## config.mk

```make
export PLATFORM = sky130hd
export DESIGN_NAME = button_bank_flat
export DESIGN_NICKNAME = d
export VERILOG_FILES = /design/src/rtl/button_bank_if.sv /design/src/rtl/button_bank.sv /design/src/flat_wrapper.sv
export SDC_FILE = /design/constraint.sdc
export NUM_CORES = 1
export LEC_CHECK = 0
export CAP_MARGIN = 15
export CORE_MARGIN = 1.5
export CORE_UTILIZATION = 50
export CTS_BUF_LIST = sky130_fd_sc_hd__clkbuf_8
export CTS_CLUSTER_DIAMETER = 120
export DETAILED_ROUTE_END_ITERATION = 16
export MAX_ROUTING_LAYER = met4
export PLACE_DENSITY = 0.64
export SKIP_CTS_REPAIR_TIMING = 1
export SKIP_LAST_GASP = 1
export SYNTH_ARGS = -nofsm -noshare
export SYNTH_HDL_FRONTEND = slang
export SYNTH_SLANG_ARGS = --single-unit
```

## constraint.sdc

```tcl
create_clock -name clk -period 3.5 [get_ports clk]
set_input_delay 0.875 -clock clk [delete_from_list [all_inputs] [get_ports clk]]
set_output_delay 0.875 -clock clk [all_outputs]
set_load 0.01 [all_outputs]
```

## src/rtl/button_bank_if.sv

```systemverilog
// button_bank_if: raw button inputs and conditioned per-channel outputs of a button_bank
interface button_bank_if #(
  parameter int CHANNELS = 4
);
  logic [CHANNELS-1:0] raw_in;
  logic [CHANNELS-1:0] clean_out;
  logic [CHANNELS-1:0] press_pulse;
  logic [CHANNELS-1:0] release_pulse;
  logic [CHANNELS-1:0] hold_pulse;
  logic [CHANNELS-1:0] repeat_pulse;
  modport master (
    output raw_in,
    input  clean_out, press_pulse, release_pulse, hold_pulse, repeat_pulse
  );
  modport slave (
    input  raw_in,
    output clean_out, press_pulse, release_pulse, hold_pulse, repeat_pulse
  );
endinterface

```

## src/rtl/button_bank.sv

```systemverilog
// button_bank: per-channel synchronize, debounce and press/release/hold/repeat pulse generation
module button_bank #(
  parameter int CHANNELS        = 4,
  parameter int DEBOUNCE_CYCLES = 1_000_000,
  parameter int HOLD_CYCLES     = 50_000_000,
  parameter int REPEAT_CYCLES   = 10_000_000,
  parameter bit ACTIVE_LOW_IN   = 1'b0
) (
  input logic         clk,
  input logic         rst_n,
  button_bank_if.slave bus
);
  localparam int DW = $clog2(DEBOUNCE_CYCLES + 1);
  localparam int HW = $clog2(HOLD_CYCLES);
  localparam int RW = $clog2(REPEAT_CYCLES + 1);
  localparam logic [DW-1:0] D_LAST = DW'(DEBOUNCE_CYCLES - 1);
  localparam logic [HW-1:0] H_LAST = HW'(HOLD_CYCLES - 1);
  localparam logic [RW-1:0] R_LAST = RW'(REPEAT_CYCLES - 1);
  typedef enum logic [1:0] {IDLE, PRESSED, HELD} state_t;
  for (genvar i = 0; i < CHANNELS; i++) begin : g_ch
    logic s1, s2, clean, rise, fall, hold_nx, rep_nx;
    logic press_q, release_q, hold_q, repeat_q;
    logic [DW-1:0] dcnt;
    logic [HW-1:0] hcnt, hcnt_nx;
    logic [RW-1:0] rcnt, rcnt_nx;
    state_t st, st_nx;
    assign rise = s2 && !clean && dcnt == D_LAST;
    assign fall = !s2 && clean && dcnt == D_LAST;
    always_comb begin
      st_nx   = st;
      hcnt_nx = hcnt;
      rcnt_nx = rcnt;
      hold_nx = 1'b0;
      rep_nx  = 1'b0;
      case (st)
        IDLE: begin
          st_nx   = rise ? PRESSED : IDLE;
          hcnt_nx = '0;
          rcnt_nx = '0;
          rep_nx  = rise;
        end
        PRESSED: begin
          if (fall) begin
            st_nx   = IDLE;
            hcnt_nx = '0;
          end else if (hcnt == H_LAST) begin
            st_nx   = HELD;
            rcnt_nx = '0;
            hold_nx = 1'b1;
            rep_nx  = 1'b1;
          end else begin
            hcnt_nx = hcnt + 1'b1;
          end
        end
        HELD: begin
          if (fall) begin
            st_nx   = IDLE;
            hcnt_nx = '0;
            rcnt_nx = '0;
          end else begin
            rcnt_nx = rcnt == R_LAST ? '0 : rcnt + 1'b1;
            rep_nx  = rcnt == R_LAST;
          end
        end
        default: st_nx = IDLE;
      endcase
    end
    always_ff @(posedge clk or negedge rst_n) begin
      if (!rst_n) begin
        s1        <= 1'b0;
        s2        <= 1'b0;
        clean     <= 1'b0;
        dcnt      <= '0;
        hcnt      <= '0;
        rcnt      <= '0;
        st        <= IDLE;
        press_q   <= 1'b0;
        release_q <= 1'b0;
        hold_q    <= 1'b0;
        repeat_q  <= 1'b0;
      end else begin
        s1        <= bus.raw_in[i] ^ ACTIVE_LOW_IN;
        s2        <= s1;
        clean     <= clean ^ (rise | fall);
        dcnt      <= (s2 == clean || rise || fall) ? '0 : dcnt + 1'b1;
        hcnt      <= hcnt_nx;
        rcnt      <= rcnt_nx;
        st        <= st_nx;
        press_q   <= rise;
        release_q <= fall;
        hold_q    <= hold_nx;
        repeat_q  <= rep_nx;
      end
    end
    assign bus.clean_out[i]     = clean;
    assign bus.press_pulse[i]   = press_q;
    assign bus.release_pulse[i] = release_q;
    assign bus.hold_pulse[i]    = hold_q;
    assign bus.repeat_pulse[i]  = repeat_q;
  end
endmodule

```

## src/flat_wrapper.sv

```systemverilog
// flat-port wrapper written by rule: the top's interface ports become plain ports
module button_bank_flat 
#(
  parameter int CHANNELS        = 4,
  parameter int DEBOUNCE_CYCLES = 1_000_000,
  parameter int HOLD_CYCLES     = 50_000_000,
  parameter int REPEAT_CYCLES   = 10_000_000,
  parameter bit ACTIVE_LOW_IN   = 1'b0
)
  (clk, rst_n, bus_raw_in, bus_clean_out, bus_press_pulse, bus_release_pulse, bus_hold_pulse, bus_repeat_pulse);
  button_bank_if #(.CHANNELS(CHANNELS)) bus_i ();
  input logic clk;
  input logic rst_n;
  input wire logic [$bits(bus_i.raw_in)-1:0] bus_raw_in;
  output wire logic [$bits(bus_i.clean_out)-1:0] bus_clean_out;
  output wire logic [$bits(bus_i.press_pulse)-1:0] bus_press_pulse;
  output wire logic [$bits(bus_i.release_pulse)-1:0] bus_release_pulse;
  output wire logic [$bits(bus_i.hold_pulse)-1:0] bus_hold_pulse;
  output wire logic [$bits(bus_i.repeat_pulse)-1:0] bus_repeat_pulse;
  assign bus_i.raw_in = bus_raw_in;
  assign bus_clean_out = bus_i.clean_out;
  assign bus_press_pulse = bus_i.press_pulse;
  assign bus_release_pulse = bus_i.release_pulse;
  assign bus_hold_pulse = bus_i.hold_pulse;
  assign bus_repeat_pulse = bus_i.repeat_pulse;
  button_bank #(.CHANNELS(CHANNELS), .DEBOUNCE_CYCLES(DEBOUNCE_CYCLES), .HOLD_CYCLES(HOLD_CYCLES), .REPEAT_CYCLES(REPEAT_CYCLES), .ACTIVE_LOW_IN(ACTIVE_LOW_IN)) u_core (.clk(clk), .rst_n(rst_n), .bus(bus_i));
endmodule
```

**Yosys cells after proc, flatten, opt, wreduce, memory -nomap -nowiden**

Cells that the tools add are included.

- Input bits: 6
- Register bits: 316
- Output and inout port bits: 20
- Logic and storage cells: 240

- Reduce and logical (&&, ||, !) cells: 52
- Multiplexer cells: 80
- Add/subtract/negate cells: 12
- Equal/unequal tests: 44
- Bitwise gates (word level): 8

Operator list:

| operator | number |
|---|---|
| 24-bit two-way mux | 16 |
| 26-bit two-way mux | 12 |
| 26-bit one-hot mux with 3 select lines | 4 |
| 24-bit one-hot mux with 3 select lines | 4 |
| 26-bit by 1-bit adder with 26-bit output (second input constant) | 4 |
| 26-bit equality test (second input constant) | 4 |
| 24-bit by 1-bit adder with 24-bit output (second input constant) | 4 |
| 24-bit equality test (second input constant) | 4 |
| 20-bit by 1-bit adder with 20-bit output (second input constant) | 4 |
| 20-bit equality test (second input constant) | 4 |
| 20-bit two-way mux | 4 |
| 2-bit two-way mux | 12 |
| 2-bit one-hot mux with 3 select lines | 4 |
| 3-bit AND reduction | 8 |
| 1-bit two-way mux | 20 |
| 1-bit logical AND | 16 |
| 2-bit by 1-bit inequality test with 1-bit output (second input constant) | 8 |
| 3-bit by 1-bit inequality test with 1-bit output (second input constant) | 4 |
| 3-bit by 2-bit inequality test with 1-bit output (second input constant) | 4 |
| 1-bit one-hot mux with 3 select lines | 4 |
| 3-bit nonzero test | 4 |
| 2-bit by 1-bit equality test with 1-bit output (second input constant) | 4 |
| 2-bit equality test (second input constant) | 4 |
| 1-bit logical NOT | 8 |
| 7 further kinds | 32 |

**Longest topological paths before layout**

Gate-level depths: netlist of the first run.

- Depth in word-level cells: 6
- Depth in mapped cells: 10
- Gate-level depth less buffers: 8

**Worst setup path after synthesis of the first run**

Ideal clock, no wire load.

- Kind: register -> register
- Start: register u_core.g_ch[1].dcnt[7]
- End: register u_core.g_ch[1].hcnt[11]
- Arrival time: 2.356 ns
- Stages on the path, launching flop included: 9
- Setup time: 0.122 ns
- Setup slack: 1.022 ns
- Buffers on the path: 2
- Data required time: 3.378 ns
- Clock period less this slack: 2.478 ns
- Cells stage by stage: dfrtp_1 or4b_1 or3_4 or4_4 buf_6 buf_6 and3_4 mux2i_1 nand2_1

- Longest elaborated chain between the ends: 4
- Elaborated cells between the ends (all ways): 7
- Those cells by class: eq/ne (3); mux (2); reduce/logical (2)

Ends and longest elaborated chain:

| what | RTL line | RTL |
|---|---|---|
| from (decl) | button_bank.sv:23 | `logic [DW-1:0] dcnt;` |
| from (signal assigned) | button_bank.sv:85 | `dcnt <= (s2 == clean \|\| rise \|\| fall) ? '0 : dcnt + 1'b1;` |
| 20-bit equality test * | button_bank.sv:28 | `assign fall = !s2 && clean && dcnt == D_LAST;` |
| 1-bit logical AND * | button_bank.sv:28 |  |
| 3-bit by 2-bit inequality test with 1-bit output (no line) (tied with other cells) | n/a |  |
| 3-bit AND reduction (no line) / 26-bit one-hot mux with 3 select lines (equally long branches) | n/a |  |
| to (signal assigned) | button_bank.sv:86 | `hcnt <= hcnt_nx;` |
| to (decl) | button_bank.sv:24 | `logic [HW-1:0] hcnt, hcnt_nx;` |

Mark *: on every way between the ends. The rest lies on a longest branch, timed or not.
A chain may end at the register's enable or synchronous reset.

**Worst setup path after layout of the first run**

- Start: register u_core.g_ch[2].dcnt[7]
- End: register u_core.g_ch[2].hcnt[9]

- Longest elaborated chain between the ends: 4
- Elaborated cells between the ends (all ways): 7
- Those cells by class: eq/ne (3); mux (2); reduce/logical (2)

Ends and longest elaborated chain:

| what | RTL line |
|---|---|
| from (decl) | button_bank.sv:23 |
| from (signal assigned) | button_bank.sv:85 |
| 20-bit equality test * | button_bank.sv:28 |
| 1-bit logical AND * | button_bank.sv:28 |
| 3-bit by 2-bit inequality test with 1-bit output (no line) (tied with other cells) | n/a |
| 3-bit AND reduction (no line) / 26-bit one-hot mux with 3 select lines (equally long branches) | n/a |
| to (signal assigned) | button_bank.sv:86 |
| to (decl) | button_bank.sv:24 |

Marks and branches as above.

==> results.cfg, run 1 <==
[cells_and_area]
nFillCells = 3004
finalNetCount = 1966
diodes = 0
syn_to_final_growth_pct = 9.83
fin_util_pct = 56.2
drive_gt1_share_pct = 7.44

[setup_path]
path_cells = or4_1, or4_1, o31ai_4, nand2_1, o21ai_0, o31ai_1
critical-path-slowest-cell = or4_1
worst_path_most_repeated_cell = or4_1
required_ns = 4.00
reg2reg_depth = 6
arrival_ns = 3.45
critPathLaunchType = flip-flop
cp_max_fo = 23
cp_slowest_stage_delay_ns = 0.58
r2r-end = u_core.g_ch[2].hcnt[9]
crit_type = flip-flop to flip-flop
r2r_start = u_core.g_ch[2].dcnt[7]
reg2reg_setup_slack_ns = 0.55
end_kind = flip-flop

[timing]
tightest_slew_ns = 0.793
slew_violations = 0
finClkSkew_ns = 0.0190
slew_headroom_pct = 46.6
fin_crit_sh_pct = 84.2
setup_viol = 0
period_needed_ns = 2.95
hold_slack_ns = 0.161
fmax_mhz = 339
rsz0062_at_grt = false
fin_setup_tns_ns = 0
setup_slack_ns = 0.554
hold_viol = 0

[route]
dr.pass1.iters = 7
wl_per_cell_um = 16.0
vias_per_cell = 5.96
drt_iter0_drc = 980
wl_mm = 39.0
drc = 0
drtAntennaViolNets = 0
vias = 14531

[worst_hold_path]
hp-class = input port to async pin

[flow_run]
drv_cap = 0

[place]
hpwl_mm = 25.4
portBuffers = 25
pre_cts_ws_ns = 0.573
routabilityCongestion = 0.898

[floorplan]
die_y_um = 189
start_util_pct = 51.2
fp.coreArea_um2 = 33800
dieArea_um2 = 35700
fp.dieW_um = 189
rows = 67
io_pins = 26

[logic_synthesis]
synth_fp_nets = 1962
ys_seq_elements = 316
synthFlopType = dfrtp_1
yosysWarnings = 0
synth_area_per_cell_um2 = 8.89
synthCells = 1944
synth_top_area_share_pct = 45.7
syn_area_um2 = 17300
synth-async-reset-ratio_pct = 100
synth.area.top_cells = dfrtp_1 46%, nand3_1 4.5%, nor2_1 4.1%
ys_seq_area_share_pct = 45.7
synth_cell_types = 74
synth-edff-count = 0
yosys.area.top_type = dfrtp_1

[global_routing]
overflow = 0
antenna_found_initial = 0
grt_pass1_vias = 14137
grt_use_total_pct = 23.0
grt_max_degree = 82
grt_pass1_wl_mm = 67.7

[clock_network]
clock_latency_ns = 0.63
root_buffer = clkbuf_8
clkSinkCount = 316
path_clk_slew_ns = 0.06
htree_levels = 2
clock_path_buffers = 3
cts_tree = built
numCtsBuffers = 54

[run_status]
status = finished, final reports clean

[pwr]
vdd_drop_max_v = 0.000244
p_leak_nw = 7.92
p_per_area_nw_per_um2 = 384
[logic make-up after synthesis]
family	count (synthesis)	share of synthesized area, %
xor gates and xnor gates	84	4.25
muxes	25	1.48
buffers and inverters	165	4.40
adders and majority gates	12	0.868
and+or+nand+nor	923	28.0
DFF	316	45.7
AOI/OAI and AO/OA	419	15.3
[sequential cells by signal, summed over array words and instances (netlist names), named ones only]
name and cells:
u_core.g_ch.hcnt 104, u_core.g_ch.rcnt 96, u_core.g_ch.dcnt 80, u_core.g_ch.st 8, u_core.g_ch.hold_q 4, u_core.g_ch.press_q 4, u_core.g_ch.release_q 4, u_core.g_ch.repeat_q 4
u_core.g_ch.s1 4, u_core.g_ch.s2 4
[critical path: cells and delay by family (launching register included)]
kind | cells | cell delay [ns]
AOI/OAI and AO/OA | 3 | 0.77
DFF | 1 | 0.43
and+or+nand+nor | 3 | 1.62
[cells in the mapped netlist, types with 10 or more instances]
master	instances
dfrtp_1	316
nor2_1	191
nand2_1	166
nand3_1	157
o21ai_0	124
nand4_1	90
a21oi_1	87
clkbuf_1	70
and3_1	65
inv_1	52
xor2_1	47
or3_1	43
nor3_1	40
and2_1	38
xnor2_1	37
a31oi_1	36
o31ai_1	32
o211ai_1	28
and4_1	24
buf_4	22
mux2i_1	21
nor4_1	20
a21o_1	15
a22o_1	13
nor4b_1	13
or4_1	13
ha_1	12
a211oi_1	11
nor2b_1	11
o21a_1	11
o21ai_1	11
nand2b_1	10
or2_2	10
[how the worst max path moves through the flow]
stage	from	endpoint	slack (ns)	depth (start not counted)
after detailed placement	u_core.g_ch[2].dcnt[7]	u_core.g_ch[2].hcnt[9]	0.57	6
after global placement	u_core.g_ch[2].dcnt[7]	u_core.g_ch[2].hcnt[22]	0.66	6
after floorplan	u_core.g_ch[1].dcnt[7]	u_core.g_ch[1].hcnt[11]	1.02	8
final	u_core.g_ch[2].dcnt[7]	u_core.g_ch[2].hcnt[9]	0.55	6
after CTS	u_core.g_ch[2].dcnt[7]	u_core.g_ch[2].hcnt[9]	0.57	6
after global routing	u_core.g_ch[2].dcnt[7]	u_core.g_ch[2].hcnt[10]	0.27	6
[per-stage QoR]
| stage | std cells | instance area, um^2 | total power [mW] |
|---|---|---|---|
| floorplan | 1944 | 17300 | 3.78 |
| global placement | 2340 | 17900 | 3.88 |
| detailed placement | 2340 | 17900 | 3.88 |
| CTS | 2437 | 19000 | 7.42 |
| global route | 2437 | 19000 | 7.58 |
| finish | 2437 | 19000 | 7.29 |
[report_power, final]
part / switching [mW] / total, mW / leakage [nW] / internal, mW
clock network: 1.56 / 3.48 / 0.649 / 1.92
logic: 0.0991 / 0.129 / 2.88 / 0.0296
registers: 0.0117 / 3.68 / 4.39 / 3.67
total: 1.67 / 7.29 / 7.92 / 5.62
[cells in the final DEF, fill, tap and decap left out, types with 24 or more instances in the layout]
master           instances
dfrtp_1                316
nor2_1                 191
nand2_1                166
nand3_1                157
o21ai_0                124
nand4_1                 90
a21oi_1                 87
clkbuf_8                73
inv_1                   66
and3_1                  65
xor2_1                  47
or3_1                   43
nor3_1                  39
and2_1                  38
xnor2_1                 37
a31oi_1                 36
o31ai_1                 31
buf_4                   30
o211ai_1                28
and4_1                  24
clkdlybuf4s50_1         24
[layer usage]
metal | track usage (%) | share of wire (%) | wire length (um) | vias to the layer above
li1 | - | - | - | 7106
met1 | 30.9 | 49 | 19000 | 7079
met2 | 35.3 | 45 | 17600 | 260
met3 | 4.28 | 4.0 | 1570 | 86
met4 | 7.33 | 2.1 | 830 | 0
met5 | - | 0 | 0 | -
[layout make-up]
class	instances	area [um^2]	area share (%)
multi-input cells	1463	8640	45.5
inverters	55	209	1.10
clock inverters	24	128	0.672
clock buffers	73	1000	5.29
repair buffers	58	541	2.85
flip-flops and latches	316	7910	41.6
well taps	448	561	2.95
(Power assumes the default switching activity.)
==> run 2, diff against run 1 <==
PLACE_DENSITY = 0.67   (was 0.64)
clock period = 2.4 ns   (was 3.5 ns; I/O delays follow)
==> run 2 against run 1 <==
The flow now finishes with violations (setup timing). Hold slack better by 0.19 ns. Global-route usage increased by 0.44 points. First-iteration DRC count is 3.3% lower. Clock-buffer cell count rose by 4. Sequential power grew 46%. Non-clock buffer count grew 165. Utilization grew 5.9 points. Sequential share of layout area down 4.0 points. Sequential cell count stayed put.
==> results.cfg, run 2 (synthesized netlist as in run 1, its figures left out) <==
[run_status]
status = finished with violations
violations = setup timing

[timing]
slew_violations = 0
setup_slack_ns = -0.0770
hold_slack_ns = 0.352
finClkSkew_ns = 0.0214
fin_crit_sh_pct = 103
slew_headroom_pct = 65.5
rsz0062_at_grt = true
period_needed_ns = 2.48
tightest_slew_ns = 0.505
setup_viol = 10
fmax_mhz = 404
hold_viol = 0

[setup_path]
critPathLaunch = u_core.g_ch[1].dcnt[15]
crit_end = u_core.g_ch[1].hcnt[8]
end_kind = flip-flop
crit_buf_inv = 0
required_ns = 2.93
critPathLaunchType = flip-flop
arrival_ns = 3.01
cp_slowest_stage_delay_ns = 0.60
r2r-end = u_core.g_ch[1].hcnt[8]
crit_type = flip-flop to flip-flop
r2r_start = u_core.g_ch[1].dcnt[15]
cp.depth = 6
critical-path-slowest-cell = or4_4
reg2reg_depth = 6
cp_max_fo = 6
path_cells = or4b_4, or3_4, or4_4, a21oi_1, o22ai_1, a21o_1
reg2reg_setup_slack_ns = -0.08
critPathTopFamily = simple AND/OR/NAND/NOR gates

[clock_network]
root_buffer = clkbuf_8
numCtsBuffers = 57
clock_latency_ns = 0.64
clkSinkCount = 316
path_clk_slew_ns = 0.06
clock_path_buffers = 3
cts_tree = built
htree_levels = 2

[route]
wl_per_cell_um = 15.8
dr.pass1.iters = 5
drc = 0
drt_iter0_drc = 948
vias = 15384
vias_per_cell = 5.89
wl_mm = 41.3
drtAntennaViolNets = 0

[place]
hpwl_mm = 27.1
portBuffers = 25
dp_cells = 2483
routabilityCongestion = 0.894
placed_area_um2 = 19000

[cells_and_area]
top_regs = u_core.g_ch.hcnt: 104 flops, u_core.g_ch.rcnt: 96 flops, u_core.g_ch.dcnt: 80 flops
top_register = u_core.g_ch.hcnt
design_area_um2 = 21000
diodes = 0
final_common_cell = dfrtp_1
drive_gt1_share_pct = 18.3
syn_to_final_growth_pct = 21.4
fin_cells = 2614
finalNetCount = 2138
fin_util_pct = 62.1
final_cell_mix = 316 x dfrtp_1, 187 x nor2_1, 166 x buf_4
largest_register_ffs = 104
nFillCells = 2875

[floorplan]
io_pins = 26
fp.dieW_um = 189
dieArea_um2 = 35700
rows = 67
start_util_pct = 51.2
die_y_um = 189
fp.coreArea_um2 = 33800

[worst_hold_path]
hp-class = flip-flop to flip-flop

[global_routing]
grt_pass1_wl_mm = 68.9
grt_max_degree = 58
grt_use_total_pct = 23.4
met2_usage_pct = 36.1
grt_pass1_vias = 14451
antenna_found_initial = 0
overflow = 0
grt_util_met3_pct = 4.19
top_usage_layer = met2
use_met1_pct = 31.7

[pwr]
p_per_area_nw_per_um2 = 516
p_leak_nw = 8.95
p_total_mw = 10.8
vdd_drop_max_v = 0.000459

[flow_run]
drv_cap = 0
-- run 2: area by class of cell --
type / instances / area, um^2 / area share, %
tap: 448 / 561 / 2.67
clock inverter: 28 / 148 / 0.703
multi-input combinational: 1467 / 9120 / 43.4
clock buffer: 77 / 1060 / 5.05
sequential: 316 / 7910 / 37.7
inverter: 55 / 214 / 1.02
timing repair buffer: 223 / 1980 / 9.45
-- run 2: stage by stage --
step	worst slack [ns]	setup TNS, ns
final	-0.0770	-0.347
after global placement	-0.104	-0.823
after detailed placement	-0.137	-3.57
after floorplan	-0.0352	-0.0482
after CTS	-0.162	-4.88
after global routing	-0.131	-2.68
-- run 2: worst min path at each step --
stage | from | to | slack [ns] | depth (start not counted)
floorplan | rst_n | async pin | 0.30 | 0
global placement | u_core.g_ch[1].s1 | u_core.g_ch[1].s2 | 0.33 | 0
detailed placement | u_core.g_ch[1].s1 | u_core.g_ch[1].s2 | 0.34 | 0
CTS | rst_n | u_core.g_ch[1].hcnt[0] | -0.17 | 1
global route | bus_raw_in[1] | u_core.g_ch[1].s1 | 0.36 | 1
finish | u_core.g_ch[1].s1 | u_core.g_ch[1].s2 | 0.35 | 0
-- run 2: layer usage --
layer	vias to the layer above	wire length [um]
met5	-	0
met3	62	1930
met2	343	19400
li1	7490	-
met1	7489	19300
met4	0	662
-- run 2: report_power, final --
part	internal, mW	switching, mW
combinational	0.0548	0.150
sequential	5.35	0.0163
clock	2.95	2.31
total	8.36	2.48
==> run 3, diff against run 2 <==
CORE_UTILIZATION = 46   (was 50)
PLACE_DENSITY = 0.62   (was 0.67)
==> run 3 against run 2 <==
The run still ends with setup timing left. Cell area grew 0.47%. Hold slack lost 0.0048 ns. Non-clock buffer count grew 1. Register-to-register slack lost 0.03 ns. Critical path depth grew 1. Cell count grew 0.80%. Via count is essentially flat. Sequential power is essentially flat. Clock-buffer cell count shrank 1. Maximum frequency shrank 1.2%. Sequential cell count is the same. Critical endpoint is now u_core.g_ch[1].hcnt[5].
==> results.cfg, run 3 (synthesized netlist as in run 1, its figures left out) <==
[setup_path]
arrival_ns = 3.01
critPathLaunchType = flip-flop
crit_type = flip-flop to flip-flop
r2r_start = u_core.g_ch[1].dcnt[15]
cp_max_fo = 10
required_ns = 2.90
end_kind = flip-flop
critPathLaunch = u_core.g_ch[1].dcnt[15]

[route]
vias_per_cell = 5.84
wl_per_cell_um = 15.9
drt_iter0_drc = 925
dr.pass1.iters = 5
vias = 15382
drtAntennaViolNets = 0
drc = 0
wl_mm = 42.0

[timing]
slew_headroom_pct = 66.7
fmax_mhz = 399
fin_crit_sh_pct = 104
finClkSkew_ns = 0.0269
period_needed_ns = 2.51
slew_violations = 0
setup_viol = 20
hold_viol = 0
setup_slack_ns = -0.108
tightest_slew_ns = 0.496
rsz0062_at_grt = true

[worst_hold_path]
hp-class = flip-flop to flip-flop
min_from = u_core.g_ch[1].s1

[floorplan]
io_pins = 26
rows = 70
dieArea_um2 = 38800
fp.coreArea_um2 = 36800
start_util_pct = 47.0
die_y_um = 197
fp.dieW_um = 197

[place]
pre_cts_ws_ns = -0.136
portBuffers = 25
routabilityCongestion = 0.889
hpwl_mm = 27.4

[pwr]
p_seq_share_pct = 47.3
vdd_drop_max_v = 0.000480
p_sw_share_pct = 22.7
p_total_mw = 11.4
intPower_mw = 8.78
p_per_area_nw_per_um2 = 538
switching_power_mw = 2.57
p_leak_nw = 9.02
combPwrFrac_pct = 1.8
clock_power_share_pct = 50.9

[cells_and_area]
drive_gt1_share_pct = 18.2
final_common_cell = dfrtp_1
largest_register_ffs = 104
nFillCells = 3289
top_regs = u_core.g_ch.hcnt: 104 flops, u_core.g_ch.rcnt: 96 flops, u_core.g_ch.dcnt: 80 flops
final_cell_mix = 316 x dfrtp_1, 186 x nor2_1, 168 x buf_4
finalNetCount = 2137
regArea_um2 = 7910
top_register = u_core.g_ch.hcnt
diodes = 0
syn_to_final_growth_pct = 22.0
multiInputGateArea_um2 = 9050

[global_routing]
grt_pass1_vias = 14710
overflow = 0
grt_use_total_pct = 22.3
grt_pass1_wl_mm = 70.9
grt_max_degree = 66
antenna_found_initial = 0

[clock_network]
clock_path_buffers = 3
root_buffer = clkbuf_8
clock_latency_ns = 0.64
numCtsBuffers = 57
clkSinkCount = 316
htree_levels = 2
cts_tree = built
path_clk_slew_ns = 0.06

[run_status]
violations = setup timing
status = finished with violations

[flow_run]
drv_cap = 0
[run 3: per-stage QoR]
step	util, %	cell area (um^2)	cells	hold slack (ns)	setup TNS [ns]
final	57.3	21100	2635	0.347	-0.730
after detailed placement	51.8	19100	2501	0.336	-3.15
after global placement	51.8	19100	2501	0.335	-0.351
after CTS	55.4	20400	2608	-0.176	-3.60
after floorplan	-	17300	1944	0.304	-0.0482
after global routing	57.3	21100	2635	0.360	-3.13
[run 3: per-layer routing]
metal | GRT usage (%) | vias up | part of all wire, %
met2 | 35.3 | 300 | 47
met1 | 29.8 | 7549 | 47
met3 | 3.95 | 58 | 4.2
li1 | - | 7475 | -
met5 | - | - | 0
met4 | 5.82 | 0 | 1.5
[run 3: final cells by class]
type	count	share of cell area (%)
Timing Repair Buffer	224	9.53
Sequential cell	316	37.5
Clock buffer	76	4.96
Multi-Input combinational cell	1465	42.9
Tap cell	468	2.78
Clock inverter	31	1.32
Inverter	55	1.01
[run 3: worst max-delay path, stage by stage (launching register included)]
cell and delay, ns:
dfrtp_1 0.38, or4b_4 0.54, or3_4 0.35, or4_4 0.60, buf_12 0.17, and3_1 0.17
mux2i_1 0.12, nand2_1 0.06
[run 3: worst paths after layout]
kind / end / slack, ns / cells after the start
max reg2reg: u_core.g_ch[1].hcnt[5] / -0.11 / 7
max: u_core.g_ch[1].hcnt[5] / -0.11 / 7
min: u_core.g_ch[1].s2 / 0.35 / 0
max in group asynchronous: u_core.g_ch[0].hcnt[10] / 1.29 / 3
min reg2reg: u_core.g_ch[1].s2 / 0.35 / 0
min in group asynchronous: u_core.g_ch[1].hcnt[11] / 0.45 / 2
[run 3: power by group through the flow]
stage               clock network (mW)  logic [mW]  registers [mW]
CTS                               5.96       0.215            5.37
detailed placement                   0       0.214            5.46
global placement                     0       0.212            5.46
finish                            5.78       0.205            5.37
floorplan                            0      0.0490            5.46
global route                      6.20       0.241            5.37
